===== src/rtl/hier_evt_pkg.sv =====
// Shared types and helpers for the hierarchical event collector.
package hier_evt_pkg;

    localparam int unsigned N_CHILD_DEF = 15;

    typedef logic [$clog2(N_CHILD_DEF)-1:0] idx_t;

    typedef enum logic {
        OUT_EMPTY,
        OUT_FULL
    } out_state_e;

    function automatic int unsigned next_idx(input int unsigned idx, input int unsigned n);
        return (idx + 32'd1 >= n) ? 32'd0 : idx + 32'd1;
    endfunction

endpackage


===== src/rtl/hier_rr_pick.sv =====
// Combinational round-robin find-first: lowest set request at or above ptr_i, else lowest overall.
module hier_rr_pick
    import hier_evt_pkg::*;
#(
    parameter int unsigned N     = N_CHILD_DEF,
    parameter int unsigned IDX_W = (N > 1) ? $clog2(N) : 1
) (
    input  logic [N-1:0]     req_i,
    input  logic [IDX_W-1:0] ptr_i,
    output logic             found_o,
    output logic [IDX_W-1:0] idx_o
);

    // Two ascending passes: the upper segment first, then the wrapped lower segment.
    always_comb begin
        found_o = 1'b0;
        idx_o   = '0;
        for (int unsigned i = 0; i < N; i++) begin
            if (!found_o && req_i[i] && (i >= 32'(ptr_i))) begin
                found_o = 1'b1;
                idx_o   = IDX_W'(i);
            end
        end
        for (int unsigned i = 0; i < N; i++) begin
            if (!found_o && req_i[i]) begin
                found_o = 1'b1;
                idx_o   = IDX_W'(i);
            end
        end
    end

endmodule


===== src/rtl/hier_event_collector.sv =====
// Collects per-child event pulses into a pending bitmap and serializes them as child indices.
// Optional saturating overrun counter enabled by defining HIER_EVT_OVERRUN_CNT_EN.
module hier_event_collector
    import hier_evt_pkg::*;
#(
    parameter int unsigned N_CHILD = N_CHILD_DEF
`ifdef HIER_EVT_OVERRUN_CNT_EN
    ,
    parameter int unsigned CNT_W = 8
`endif
    ,
    localparam int unsigned IDX_W = (N_CHILD > 1) ? $clog2(N_CHILD) : 1
) (
    input  logic               clk,
    input  logic               rst_n,
    input  logic [N_CHILD-1:0] evt_i,
    output logic               out_valid_o,
    input  logic               out_ready_i,
    output logic [IDX_W-1:0]   out_idx_o,
    output logic [N_CHILD-1:0] pending_o,
    output logic               overrun_o
`ifdef HIER_EVT_OVERRUN_CNT_EN
    ,
    output logic [CNT_W-1:0]   ovr_cnt_o
`endif
);

    out_state_e         state_q, state_d;
    logic [N_CHILD-1:0] pending_q, pending_d;
    logic [N_CHILD-1:0] clr_mask;
    logic [IDX_W-1:0]   rr_ptr_q, rr_ptr_d;
    logic [IDX_W-1:0]   out_idx_q, out_idx_d;
    logic               overrun_q, overrun_d;
    logic               pick_found;
    logic [IDX_W-1:0]   pick_idx;
    logic               load;

    hier_rr_pick #(
        .N     (N_CHILD),
        .IDX_W (IDX_W)
    ) u_pick (
        .req_i   (pending_q),
        .ptr_i   (rr_ptr_q),
        .found_o (pick_found),
        .idx_o   (pick_idx)
    );

    always_comb begin
        state_d   = state_q;
        out_idx_d = out_idx_q;
        rr_ptr_d  = rr_ptr_q;
        load      = 1'b0;
        clr_mask  = '0;

        case (state_q)
            OUT_EMPTY: begin
                if (pick_found) begin
                    load    = 1'b1;
                    state_d = OUT_FULL;
                end
            end
            OUT_FULL: begin
                if (out_ready_i) begin
                    if (pick_found) load = 1'b1;
                    else            state_d = OUT_EMPTY;
                end
            end
            default: state_d = OUT_EMPTY;
        endcase

        if (load) begin
            out_idx_d          = pick_idx;
            rr_ptr_d           = IDX_W'(next_idx(32'(pick_idx), N_CHILD));
            clr_mask[pick_idx] = 1'b1;
        end

        // A new event on the child being loaded re-sets its bit and is not an overrun.
        pending_d = (pending_q & ~clr_mask) | evt_i;
        overrun_d = |(evt_i & pending_q & ~clr_mask);
    end

    always_ff @(posedge clk) begin
        if (!rst_n) begin
            state_q   <= OUT_EMPTY;
            pending_q <= '0;
            rr_ptr_q  <= '0;
            out_idx_q <= '0;
            overrun_q <= 1'b0;
        end else begin
            state_q   <= state_d;
            pending_q <= pending_d;
            rr_ptr_q  <= rr_ptr_d;
            out_idx_q <= out_idx_d;
            overrun_q <= overrun_d;
        end
    end

    assign out_valid_o = (state_q == OUT_FULL);
    assign out_idx_o   = out_idx_q;
    assign pending_o   = pending_q;
    assign overrun_o   = overrun_q;

`ifdef HIER_EVT_OVERRUN_CNT_EN
    logic [CNT_W-1:0] ovr_cnt_q, ovr_cnt_d;

    always_comb begin
        ovr_cnt_d = ovr_cnt_q;
        if (overrun_d && (ovr_cnt_q != '1)) ovr_cnt_d = ovr_cnt_q + 1'b1;
    end

    always_ff @(posedge clk) begin
        if (!rst_n) ovr_cnt_q <= '0;
        else        ovr_cnt_q <= ovr_cnt_d;
    end

    assign ovr_cnt_o = ovr_cnt_q;
`endif

endmodule


===== config.mk =====
export PLATFORM = sky130hd
export DESIGN_NAME = hier_event_collector
export DESIGN_NICKNAME = d
export VERILOG_FILES = /design/src/rtl/hier_evt_pkg.sv /design/src/rtl/hier_rr_pick.sv /design/src/rtl/hier_event_collector.sv
export SDC_FILE = /design/constraint.sdc
export NUM_CORES = 1
export LEC_CHECK = 0
export CORE_ASPECT_RATIO = 0.75
export CORE_MARGIN = 2
export CORE_UTILIZATION = 39
export CTS_CLUSTER_SIZE = 30
export DETAILED_ROUTE_END_ITERATION = 6
export HOLD_SLACK_MARGIN = 0.12
export PLACE_DENSITY_LB_ADDON = 0.1
export SETUP_SLACK_MARGIN = 0.02
export SLEW_MARGIN = 25
export SYNTH_ARGS = -nofsm -noshare
export SYNTH_HDL_FRONTEND = slang
export SYNTH_SLANG_ARGS = --single-unit

===== constraint.sdc =====
create_clock -name clk -period 3.4 [get_ports clk]
set_input_delay 0.68 -clock clk [delete_from_list [all_inputs] [get_ports clk]]
set_output_delay 0.68 -clock clk [all_outputs]
set_load 0.005 [all_outputs]

After elaboration in Yosys (flattened, before gate mapping)
Index checks and enable logic that the tools add are counted.

cells by class
  add/sub/neg operators = 1
  $lt $le $gt $ge = 18
  muxes and demuxes = 68
  bitwise logic cells = 6
  reductions and logical operators = 75

operator list
  kind                                                         count
  2-to-1 mux 4 bit                                             23
  bitwise AND 15 bit                                           3
  logical AND 1 bit                                            45
  2-to-1 mux 1 bit                                             35
  zero test 1 bit                                              29
  >= comparator 4 bit (first input constant)                   7
  >= comparator 3 x 4 -> 1 bit (first input constant)          4
  2-to-1 mux 15 bit                                            1
  inverter 15 bit                                              1
  OR 15 bit                                                    1
  OR reduction 15 bit                                          1
  2-to-1 mux 3 bit                                             4
  >= comparator 1 x 4 -> 1 bit (first input constant)          2
  >= comparator 2 x 4 -> 1 bit (first input constant)          2
  adder 4 x 1 -> 5 bit (second input constant)                 1
  >= comparator 5 x 4 -> 1 bit (second input constant)         1
  less-than comparator 4 x 5 -> 1 bit (second input constant)  1
  demux 1 bit (select 4 bit)                                   1
  >= comparator 4 x 1 -> 1 bit (second input constant)         1
  2-to-1 mux 2 bit                                             2
  case mux 1 bit (2 select lines)                              2
  inverter 1 bit                                               1

word-level totals
  register bits after elaboration = 25
  input port bits = 18
  output and inout bits = 21
  logic and storage cells = 173

Depth between registers and ports, before layout
Gate-level depths: netlist of run 1.

  depth in word-level cells = 112
  mapped depth = 17
  depth with buffers taken out = 15

Cells and area by module
Synthesis of run 1 repeated with hierarchy kept, for this count alone.

unflattened totals
  cell total of the unflattened synthesis = 271
  area, all modules = 1951.9 µm²

by module, submodules not included
  module                instances  cells each  area each (µm²)  sequential area each (µm²)
  hier_event_collector  1          153         1242.4           500.5
  hier_rr_pick          1          118         709.4            0.0

Least setup slack after synthesis of run 1
Ideal clock, no wire load.

  kind = reg-to-reg
  from = register pending_q[5], in the netlist pending_o[5]
  to = register overrun_q, in the netlist overrun_o
  library setup time = 120 ps
  data arrival time = 3196 ps
  data required time = 3280 ps
  slack = 85 ps
  cell stages (with the launch flop) = 18
  path buffers = 2
  clock period less this slack = 3315 ps
  cell sequence = dfxtp_1 > buf_2 > or4_4 > nor2_4 > nand2_1 > o31a_1 > o21ai_0 > a22oi_1 > o31a_1 > inv_1 > ha_1 > clkbuf_1 > o22ai_1 > a311oi_1 > o21ai_1 > a311oi_1 > nand3_1 > o31a_1

between the ends
  longest elaborated chain between the ends = 92
  elaborated cells on any way between the ends = 122
  those cells by class = order compare (2); mux (56); bitwise (3); reduce/logical (61)

RTL lines
  element                                                                                                    RTL line                    RTL
  start, declared                                                                                            hier_event_collector.sv:29  logic [N_CHILD-1:0] pending_q, pending_d;
  start signal, assigned                                                                                     hier_event_collector.sv:91  pending_q <= pending_d;
  logical AND 1 bit (2 in a row)                                                                             hier_rr_pick.sv:19          if (!found_o && req_i[i] && (i >= 32'(ptr_i))) begin
  2-to-1 mux 1 bit                                                                                           hier_rr_pick.sv:19
  zero test 1 bit                                                                                            hier_rr_pick.sv:19
  logical AND 1 bit (2 in a row)                                                                             hier_rr_pick.sv:19
  2-to-1 mux 1 bit                                                                                           hier_rr_pick.sv:19
  zero test 1 bit                                                                                            hier_rr_pick.sv:19
  logical AND 1 bit (2 in a row)                                                                             hier_rr_pick.sv:19
  2-to-1 mux 1 bit                                                                                           hier_rr_pick.sv:19
  [73 not listed]                                                                                            --
  via pick_idx[1]                                                                                            hier_event_collector.sv:35  logic [IDX_W-1:0] pick_idx;
  less-than comparator 4 x 5 -> 1 bit (implied by the code) or >= comparator 4 x 1 -> 1 bit (tied branches)  hier_event_collector.sv:74  clr_mask[pick_idx] = 1'b1;
  logical AND 1 bit (implied by the code)                                                                    hier_event_collector.sv:74
  2-to-1 mux 1 bit (implied by the code)                                                                     hier_event_collector.sv:74
  demux 1 bit (select 4 bit) *                                                                               hier_event_collector.sv:74
  2-to-1 mux 15 bit *                                                                                        hier_event_collector.sv:71  if (load) begin
  inverter 15 bit *                                                                                          hier_event_collector.sv:79  overrun_d = |(evt_i & pending_q & ~clr_mask);
  bitwise AND 15 bit *                                                                                       hier_event_collector.sv:79
  OR reduction 15 bit *                                                                                      hier_event_collector.sv:79
  end signal, assigned                                                                                       hier_event_collector.sv:94  overrun_q <= overrun_d;
  end, declared                                                                                              hier_event_collector.sv:33  logic overrun_q, overrun_d;

The timed path passes the listed nets; every way through them passes the cells marked *.
A chain may end at the register's enable or synchronous reset.

Worst setup path after layout of run 1
  from = register pending_q[6], in the netlist pending_o[6]
  to = register overrun_q, in the netlist overrun_o

between the ends
  longest elaborated chain between the ends = 88
  elaborated cells on any way between the ends = 117
  those cells by class = order compare (2); mux (54); bitwise (3); reduce/logical (58)

RTL lines
  element                                                                                                    RTL line
  logical AND 1 bit (2 in a row)                                                                             hier_rr_pick.sv:19
  2-to-1 mux 1 bit                                                                                           hier_rr_pick.sv:19
  zero test 1 bit                                                                                            hier_rr_pick.sv:19
  logical AND 1 bit (2 in a row)                                                                             hier_rr_pick.sv:19
  2-to-1 mux 1 bit                                                                                           hier_rr_pick.sv:19
  zero test 1 bit                                                                                            hier_rr_pick.sv:19
  logical AND 1 bit (2 in a row)                                                                             hier_rr_pick.sv:19
  2-to-1 mux 1 bit                                                                                           hier_rr_pick.sv:19
  [69 not listed]                                                                                            --
  via pick_idx[0]                                                                                            hier_event_collector.sv:35
  less-than comparator 4 x 5 -> 1 bit (implied by the code) or >= comparator 4 x 1 -> 1 bit (tied branches)  hier_event_collector.sv:74
  logical AND 1 bit (implied by the code)                                                                    hier_event_collector.sv:74
  2-to-1 mux 1 bit (implied by the code)                                                                     hier_event_collector.sv:74
  demux 1 bit (select 4 bit) *                                                                               hier_event_collector.sv:74
  2-to-1 mux 15 bit *                                                                                        hier_event_collector.sv:71
  inverter 15 bit *                                                                                          hier_event_collector.sv:79
  bitwise AND 15 bit *                                                                                       hier_event_collector.sv:79
  OR reduction 15 bit *                                                                                      hier_event_collector.sv:79

Marks and branches as above.

==> results of run 1 <==
worst max-delay path, stage by stage (launching register included):
cell,delay (ns)
sky130_fd_sc_hd__dfxtp_2,0.33
sky130_fd_sc_hd__or4_4,0.55
sky130_fd_sc_hd__nor2_4,0.14
sky130_fd_sc_hd__nand2_2,0.06
sky130_fd_sc_hd__buf_4,0.13
sky130_fd_sc_hd__o311ai_2,0.33
sky130_fd_sc_hd__nor2_2,0.14
sky130_fd_sc_hd__inv_1,0.14
sky130_fd_sc_hd__ha_2,0.23
sky130_fd_sc_hd__o22ai_2,0.10
sky130_fd_sc_hd__a311oi_2,0.24
sky130_fd_sc_hd__o21ai_1,0.11
sky130_fd_sc_hd__a311oi_2,0.26
sky130_fd_sc_hd__nand3_1,0.10
sky130_fd_sc_hd__o31a_1,0.25
power by group through the flow:
stage | logic [mW] | registers, mW | clock network (mW)
floorplan | 0.521 | 0.381 | 0
global placement | 0.869 | 0.412 | 0
detailed placement | 0.861 | 0.410 | 0
CTS | 0.867 | 0.406 | 0.182
global route | 1.10 | 0.423 | 0.194
finish | 1.01 | 0.415 | 0.182
cells in the mapped netlist, types with 2 or more instances:
cell type                  number
sky130_fd_sc_hd__ha_1           4
sky130_fd_sc_hd__or2_2          2
sky130_fd_sc_hd__a21boi_0       2
sky130_fd_sc_hd__a221oi_1       2
sky130_fd_sc_hd__a21oi_2        2
sky130_fd_sc_hd__nor4_1         2
sky130_fd_sc_hd__o211ai_1       4
sky130_fd_sc_hd__o31ai_1        2
sky130_fd_sc_hd__o21a_1         4
sky130_fd_sc_hd__a32o_1         2
sky130_fd_sc_hd__dfxtp_1       25
sky130_fd_sc_hd__nand3_1       22
sky130_fd_sc_hd__nor2_1        40
sky130_fd_sc_hd__buf_6          2
sky130_fd_sc_hd__o22ai_1        3
sky130_fd_sc_hd__inv_1         11
sky130_fd_sc_hd__a21oi_1       20
sky130_fd_sc_hd__nor3_1         3
sky130_fd_sc_hd__a31oi_1        3
sky130_fd_sc_hd__nor2b_1        3
sky130_fd_sc_hd__and3_1         3
sky130_fd_sc_hd__a22o_1         3
sky130_fd_sc_hd__buf_1          2
sky130_fd_sc_hd__clkbuf_1       6
sky130_fd_sc_hd__a211oi_1       3
sky130_fd_sc_hd__o21ai_0       11
sky130_fd_sc_hd__o31a_1         4
sky130_fd_sc_hd__nand2b_1       4
sky130_fd_sc_hd__o21ai_1        5
sky130_fd_sc_hd__nand2_1       27
sky130_fd_sc_hd__o21bai_1       2
sky130_fd_sc_hd__a311oi_1       2
sky130_fd_sc_hd__a22oi_1        3
sky130_fd_sc_hd__nand4_1        6
sky130_fd_sc_hd__and2_1         2
sky130_fd_sc_hd__buf_2          6
routing by layer:
metal | vias up | wire, um | part of all wire [%]
li1 | 1137 | - | -
met1 | 1108 | 3348 | 48
met2 | 115 | 3029 | 43
met3 | 6 | 578 | 8.3
met4 | 0 | 38 | 0.54
met5 | - | 0 | 0
worst max path at each step:
stage | endpoint | slack (ns) | startpoint | depth (start not counted)
2_1_floorplan | overrun_o | 0.08 | pending_o[5] | 17
3_3_place_gp | overrun_o | 0.16 | rr_ptr_q[0] | 13
3_5_place_dp | overrun_o | 0.002 | rr_ptr_q[0] | 15
4_1_cts | overrun_o | 0.03 | pending_o[4] | 15
5_1_grt | overrun_o | 0.01 | pending_o[6] | 15
6_report | overrun_o | 0.18 | pending_o[6] | 14
cells by family after synthesis:
| logic type | count (synthesis) |
|---|---|
| flops | 25 |
| buf+inv | 28 |
| compound gates | 91 |
| simple gates | 123 |
| mux | 1 |
| fa+ha+maj | 4 |
final cells by class:
type / instances / area share [%]
sequential: 25 / 18.64
tap: 60 / 2.701
inverter: 11 / 1.486
multi-input combinational: 219 / 51.33
timing repair buffer: 77 / 24.22
clock buffer: 4 / 1.621
registers in the layout, indices dropped and copies added, names as in the netlist:
signal,count
overrun_o,1
rr_ptr_q,4
out_valid_o,1
pending_o,15
out_idx_o,4
cell usage in the layout, fill, tap and decap left out, types with 3 or more instances in the layout:
master and n:
sky130_fd_sc_hd__dfxtp_1 19, sky130_fd_sc_hd__a211oi_1 3, sky130_fd_sc_hd__inv_1 10, sky130_fd_sc_hd__a21oi_2 3, sky130_fd_sc_hd__nand4_1 6, sky130_fd_sc_hd__o31a_1 4, sky130_fd_sc_hd__nand3_1 22, sky130_fd_sc_hd__nor3_1 3
sky130_fd_sc_hd__o21a_1 4, sky130_fd_sc_hd__o21ai_1 5, sky130_fd_sc_hd__buf_4 39, sky130_fd_sc_hd__nor2_1 39, sky130_fd_sc_hd__clkdlybuf4s50_1 38, sky130_fd_sc_hd__o211ai_1 4, sky130_fd_sc_hd__a31oi_1 3, sky130_fd_sc_hd__clkbuf_8 3
sky130_fd_sc_hd__nor2b_1 3, sky130_fd_sc_hd__o21ai_0 10, sky130_fd_sc_hd__a21oi_1 19, sky130_fd_sc_hd__dfxtp_4 4, sky130_fd_sc_hd__nand2_1 25, sky130_fd_sc_hd__nand2b_1 4, sky130_fd_sc_hd__a22o_1 3
what timing repair did:
item                       in CTS  in global routing
pin swaps                       0                 14
cloned                          0                  0
gates resized for setup         3                 27
setup endpoints to repair       1                  2
buffers inserted                0                 10
==> results.sh, run 1 <==
export IMPL_clkSinkCount=25
export IMPL_synth_cell_type_count=61
export IMPL_diodes=0
export IMPL_peakVddDrop_mv=0.2893
export IMPL_cts_reportedPaths_clkPinSlew_ns=0.09
export IMPL_power_share_combinational_pct=62.9
export IMPL_holdCritStartpoint="out_idx_o[2]"
export IMPL_multiInputGateArea_sq_mm=0.001426
export IMPL_dr_pass1_iters=5
export IMPL_sequential_cell_area_sq_um=518.0
export IMPL_finalNetCount=359
export IMPL_initial_utilization_pct=40.40
export IMPL_period_needed_ns=3.225
export IMPL_total_power_mw=1.612
export IMPL_met3_usage_pct=6.407
export IMPL_grt_pass1_wl_um=10750
export IMPL_synth_area_leader_cell="sky130_fd_sc_hd__dfxtp_1"
export IMPL_synth_net_count=294
export IMPL_placed_cells_incl_taps=382
export IMPL_worstSetupEndpointType="register"
export IMPL_min_delay_path_class="register to register"
export IMPL_post_synth_mux_area_share_pct=0.5086
export IMPL_port_buffers=38
export IMPL_grt_overflow=0
export IMPL_worst_hold_path_endpoint="out_idx_o[2]"
export IMPL_worst_slew_pin_transition_ns=0.7093
export IMPL_design_die_area_sq_mm=0.005637
export IMPL_post_route_util_pct=57.04
export IMPL_global_route_peak_usage_layer="met1"
export IMPL_cts_buffers_inserted=3
export IMPL_grt_pass1_vias=2073
export IMPL_fp_dieW_um=86.03
export IMPL_hold_depth=2
export IMPL_setup_slack_of_the_most_critical_reg_to_reg_path_ns=0.18
export IMPL_power_leakage_nw=1.066
export IMPL_rsz_0062_raised_after_global_routing="yes"
export IMPL_finClkSkew_ns=0.001860
export IMPL_netlist_area_sq_mm=0.001968
export IMPL_crit_reg2reg_launch="pending_o[6]"
export IMPL_die_height_um=65.52
export IMPL_finalHoldWorstSlack_ns=0.5074
export IMPL_max_cap_violations=0
export IMPL_met2_usage_pct=36.43
export IMPL_startpoint_type="register"
export IMPL_rows=22
export IMPL_synth_largest_type_area_fraction_pct=25.43
export IMPL_finalCritPeriodShare_pct=94.84
export IMPL_synth_enable_flop_cells=0
export IMPL_via_per_inst=5.975
export IMPL_num_vias=2366
export IMPL_power_share_switching_pct=42.84
export IMPL_drt_drc_violations_left=0
export IMPL_hold_violations=0
export IMPL_worst_slack_ns=0.1753
export IMPL_maxSlewViolCount=0
export IMPL_synthXorXnorAreaFrac_pct=0
export IMPL_synthesis_instances=272
export IMPL_routed_wire_length_per_instance_um=17.66
export IMPL_grt_start_max_net_pins=29
export IMPL_place_congestion=0.9440
export IMPL_place_ws_ns=0.001740
export IMPL_share_of_power_burned_in_registers_pct=25.7
export IMPL_ant_nets=0
export IMPL_synth_area_per_cell_sq_um=7.236
export IMPL_outcome="finished, final reports clean"
export IMPL_fillers=491
export IMPL_setup_violations=0
export IMPL_place_hpwl_um=5382
export IMPL_power_density_cell_area_mw_per_mm2=580.0
export IMPL_routed_wl_um=6995
export IMPL_register_area_share_after_synthesis_pct=25.43
export IMPL_synth_async_reset_ratio_pct=0
export IMPL_clockPowerShare_pct=11.3
export IMPL_worst_rel_slew_slack_pct=52.66
export IMPL_setup_total_negative_slack_ns=0
export IMPL_clock_fmax_mhz=310.1
export IMPL_post_synth_fa_ha_maj_area_fraction_pct=2.543
export IMPL_clock_path_buffers=2
export IMPL_cts_tree="done"
export IMPL_dr_first_iter_drc_count=263
export IMPL_critical_path_peak_fanout=4
export IMPL_worst_skew_pair_late_latency_ns=0.27
export IMPL_number_of_storage_elements_in_the_synthesis_netlist=25
export IMPL_htree_num_levels=1
export IMPL_cts_root_buffer_cell="sky130_fd_sc_hd__clkbuf_8"
export IMPL_yosysWarningCount=0
export IMPL_drive_above_1_share_pct=23.81
export IMPL_final_cells=396
export IMPL_cts_hold_repair_buffers=0
export IMPL_reg2reg_depth=14
export IMPL_timing_critical_path_arrival_ns=3.39
export IMPL_synthFlopType="sky130_fd_sc_hd__dfxtp_1"
export IMPL_worst_ep_required_time_ns=3.57
export IMPL_compound_cell_area_share_of_the_yosys_netlist_pct=33.82
export IMPL_synth_simple_area_share_pct=31.02
export IMPL_area_growth_syn_to_layout_pct=41.20
export IMPL_gr_usage_met1_pct=36.56
export IMPL_num_io_pins=39
export IMPL_grt_antenna_before_repair=0
export IMPL_synth_top_cells_by_area="sky130_fd_sc_hd__dfxtp_1 25%, sky130_fd_sc_hd__nor2_1 7.6%, sky130_fd_sc_hd__nand3_1 5.6%, sky130_fd_sc_hd__nand2_1 5.1%, sky130_fd_sc_hd__a21oi_1 5.1%"
export IMPL_global_route_usage_total_pct=24.52
export IMPL_p_switching_mw=0.6905
export IMPL_cell_internal_pwr_mw=0.9213
export IMPL_dpl_instance_area_sq_mm=0.002551
export IMPL_rr_endpoint="overrun_o"
export IMPL_fin_area_sq_mm=0.002779
export IMPL_placeable_area_sq_mm=0.004872
export IMPL_combinational_family_with_the_most_area_after_synthesis="compound AO/OA/AOI/OAI gates"
export IMPL_timing_worst_setup_path_type="register to register"
Power figures use the tool's default switching activity.
==> run 2: changes to the inputs <==
--- a/config.mk
+++ b/config.mk
@@ -8,10 +8,11 @@
 export CORE_ASPECT_RATIO = 0.75
 export CORE_MARGIN = 2
 export CORE_UTILIZATION = 39
+export CTS_BUF_LIST = sky130_fd_sc_hd__clkbuf_4 sky130_fd_sc_hd__clkbuf_8
 export CTS_CLUSTER_SIZE = 30
 export DETAILED_ROUTE_END_ITERATION = 6
 export HOLD_SLACK_MARGIN = 0.12
-export PLACE_DENSITY_LB_ADDON = 0.1
+export PLACE_DENSITY = 0.75
 export SETUP_SLACK_MARGIN = 0.02
 export SLEW_MARGIN = 25
 export SYNTH_ARGS = -nofsm -noshare
==> run 2 against run 1 <==
Net effect:
- first-iteration DRC count rose by 3.4%
- core utilization is 2.7 points lower
- die area stayed put
- highest routed layer unchanged
==> results.sh, run 2 (synthesized netlist as in run 1, its figures left out) <==
export IMPL_power_density_cell_area_mw_per_mm2=566.6
export IMPL_rows=22
export IMPL_htree_num_levels=1
export IMPL_clock_fmax_mhz=307.1
export IMPL_startpoint_type="register"
export IMPL_finClkSkew_ns=0.003143
export IMPL_setup_violations=0
export IMPL_cts_reportedPaths_clkPinSlew_ns=0.09
export IMPL_initial_utilization_pct=40.40
export IMPL_cts_tree="done"
export IMPL_global_route_usage_total_pct=23.96
export IMPL_post_route_util_pct=54.31
export IMPL_num_io_pins=39
export IMPL_met2_usage_pct=34.98
export IMPL_fp_dieW_um=86.03
export IMPL_maxSlewViolCount=0
export IMPL_largest_register_ff_count=15
export IMPL_cts_hold_repair_buffers=0
export IMPL_diodes=0
export IMPL_gr_usage_met1_pct=34.50
export IMPL_worst_ep_required_time_ns=3.56
export IMPL_hold_violations=0
export IMPL_clkSinkCount=25
export IMPL_worst_rel_slew_slack_pct=66.25
export IMPL_met3_usage_pct=6.281
export IMPL_period_needed_ns=3.256
export IMPL_commonest_non_fill_non_tap_cells_in_the_layout="40 x sky130_fd_sc_hd__nor2_1, 38 x sky130_fd_sc_hd__clkdlybuf4s50_1, 28 x sky130_fd_sc_hd__buf_4"
export IMPL_placed_cells_incl_taps=377
export IMPL_routed_wire_length_per_instance_um=17.46
export IMPL_total_power_mw=1.500
export IMPL_finalHoldWorstSlack_ns=0.4989
export IMPL_timing_worst_setup_path_type="register to register"
export IMPL_final_cells=385
export IMPL_ant_nets=0
export IMPL_worstSetupEndpointType="register"
export IMPL_design_die_area_sq_mm=0.005637
export IMPL_place_congestion=1.018
export IMPL_setup_total_negative_slack_ns=0
export IMPL_die_height_um=65.52
export IMPL_layout_commonest_cell="sky130_fd_sc_hd__nor2_1"
export IMPL_grt_pass1_vias=2119
export IMPL_place_hpwl_um=5023
export IMPL_clock_path_buffers=2
export IMPL_cts_root_buffer_cell="sky130_fd_sc_hd__clkbuf_8"
export IMPL_finalCritPeriodShare_pct=95.78
export IMPL_cts_buffers_inserted=3
export IMPL_finalNetCount=348
export IMPL_num_vias=2420
export IMPL_dr_first_iter_drc_count=272
export IMPL_placeable_area_sq_mm=0.004872
export IMPL_worst_skew_pair_late_latency_ns=0.27
export IMPL_drt_drc_violations_left=0
export IMPL_dr_pass1_iters=5
export IMPL_grt_start_max_net_pins=29
export IMPL_peakVddDrop_mv=0.2848
export IMPL_grt_antenna_before_repair=0
export IMPL_min_delay_path_class="register to register"
export IMPL_drive_above_1_share_pct=19.08
export IMPL_worst_slew_pin_transition_ns=0.5023
export IMPL_place_ws_ns=-0.02523
export IMPL_power_leakage_nw=1.004
export IMPL_critical_path_peak_fanout=3
export IMPL_fin_area_sq_mm=0.002646
export IMPL_dpl_instance_area_sq_mm=0.002514
export IMPL_global_route_peak_usage_layer="met2"
export IMPL_port_buffers=38
export IMPL_max_cap_violations=0
export IMPL_grt_pass1_wl_um=10770
export IMPL_grt_overflow=0
export IMPL_area_growth_syn_to_layout_pct=34.46
export IMPL_outcome="finished, final reports clean"
export IMPL_worst_slack_ns=0.1435
export IMPL_routed_wl_um=6722
export IMPL_via_per_inst=6.286
export IMPL_timing_critical_path_arrival_ns=3.42
-- run 2: changes by cell type in the layout (fill, tap and decap cells not counted), moves of 2 or more --
cell | before | now
sky130_fd_sc_hd__a311oi_1 | 0 | 2
sky130_fd_sc_hd__a311oi_2 | 2 | 0
sky130_fd_sc_hd__buf_4 | 39 | 28
sky130_fd_sc_hd__dfxtp_1 | 19 | 21
sky130_fd_sc_hd__dfxtp_2 | 2 | 0
sky130_fd_sc_hd__ha_2 | 1 | 3
sky130_fd_sc_hd__ha_4 | 2 | 0
sky130_fd_sc_hd__o22ai_1 | 1 | 3
sky130_fd_sc_hd__o22ai_2 | 2 | 0
-- run 2: critical path, cell delays in order (launching register included) --
cell	delay (ns)
sky130_fd_sc_hd__dfxtp_1	0.32
sky130_fd_sc_hd__or4_4	0.57
sky130_fd_sc_hd__nor2_4	0.16
sky130_fd_sc_hd__nand2_2	0.08
sky130_fd_sc_hd__o31a_1	0.27
sky130_fd_sc_hd__o21ai_1	0.16
sky130_fd_sc_hd__a22oi_2	0.11
sky130_fd_sc_hd__o31a_1	0.17
sky130_fd_sc_hd__inv_2	0.08
sky130_fd_sc_hd__ha_2	0.17
sky130_fd_sc_hd__o22ai_1	0.06
sky130_fd_sc_hd__a311oi_1	0.23
sky130_fd_sc_hd__o21ai_1	0.10
sky130_fd_sc_hd__a311oi_1	0.26
sky130_fd_sc_hd__nand3_1	0.11
sky130_fd_sc_hd__o31a_1	0.29
-- run 2: path summary, 6_finish.rpt --
kind,cells past startpoint,from,slack [ns],end
max,15,pending_o[5],0.14,overrun_o
max reg2reg,15,pending_o[5],0.14,overrun_o
min reg2reg,2,out_idx_o[2],0.50,out_idx_o[2]
min,2,out_idx_o[2],0.50,out_idx_o[2]
-- run 2: timing repair --
action                     CTS  global route
setup endpoints to repair    1             5
cloned                       0             0
pin swaps                    0             7
buffers inserted             0             4
resized for setup            3            18
-- run 2: routing by layer --
| metal | vias up | wire length (um) | share of wire (%) |
|---|---|---|---|
| met5 | - | 0 | 0 |
| met4 | 0 | 97 | 1.4 |
| met3 | 15 | 809 | 12 |
| met2 | 171 | 2903 | 43 |
| met1 | 1126 | 2912 | 43 |
| li1 | 1108 | - | - |
-- run 2: final cells by class --
type                    instances  area, sq um
clock buffers                   4        48.80
fillers                       449         2226
inverters                      11        41.29
multi-input cells             219         1375
flip-flops and latches         25        515.5
well taps                      60        75.07
repair buffers                 66        590.6
-- run 2: power breakdown --
part           switching [mW]  internal, mW
logic                   0.474         0.405
registers              0.0897         0.347
clock network          0.0920        0.0918
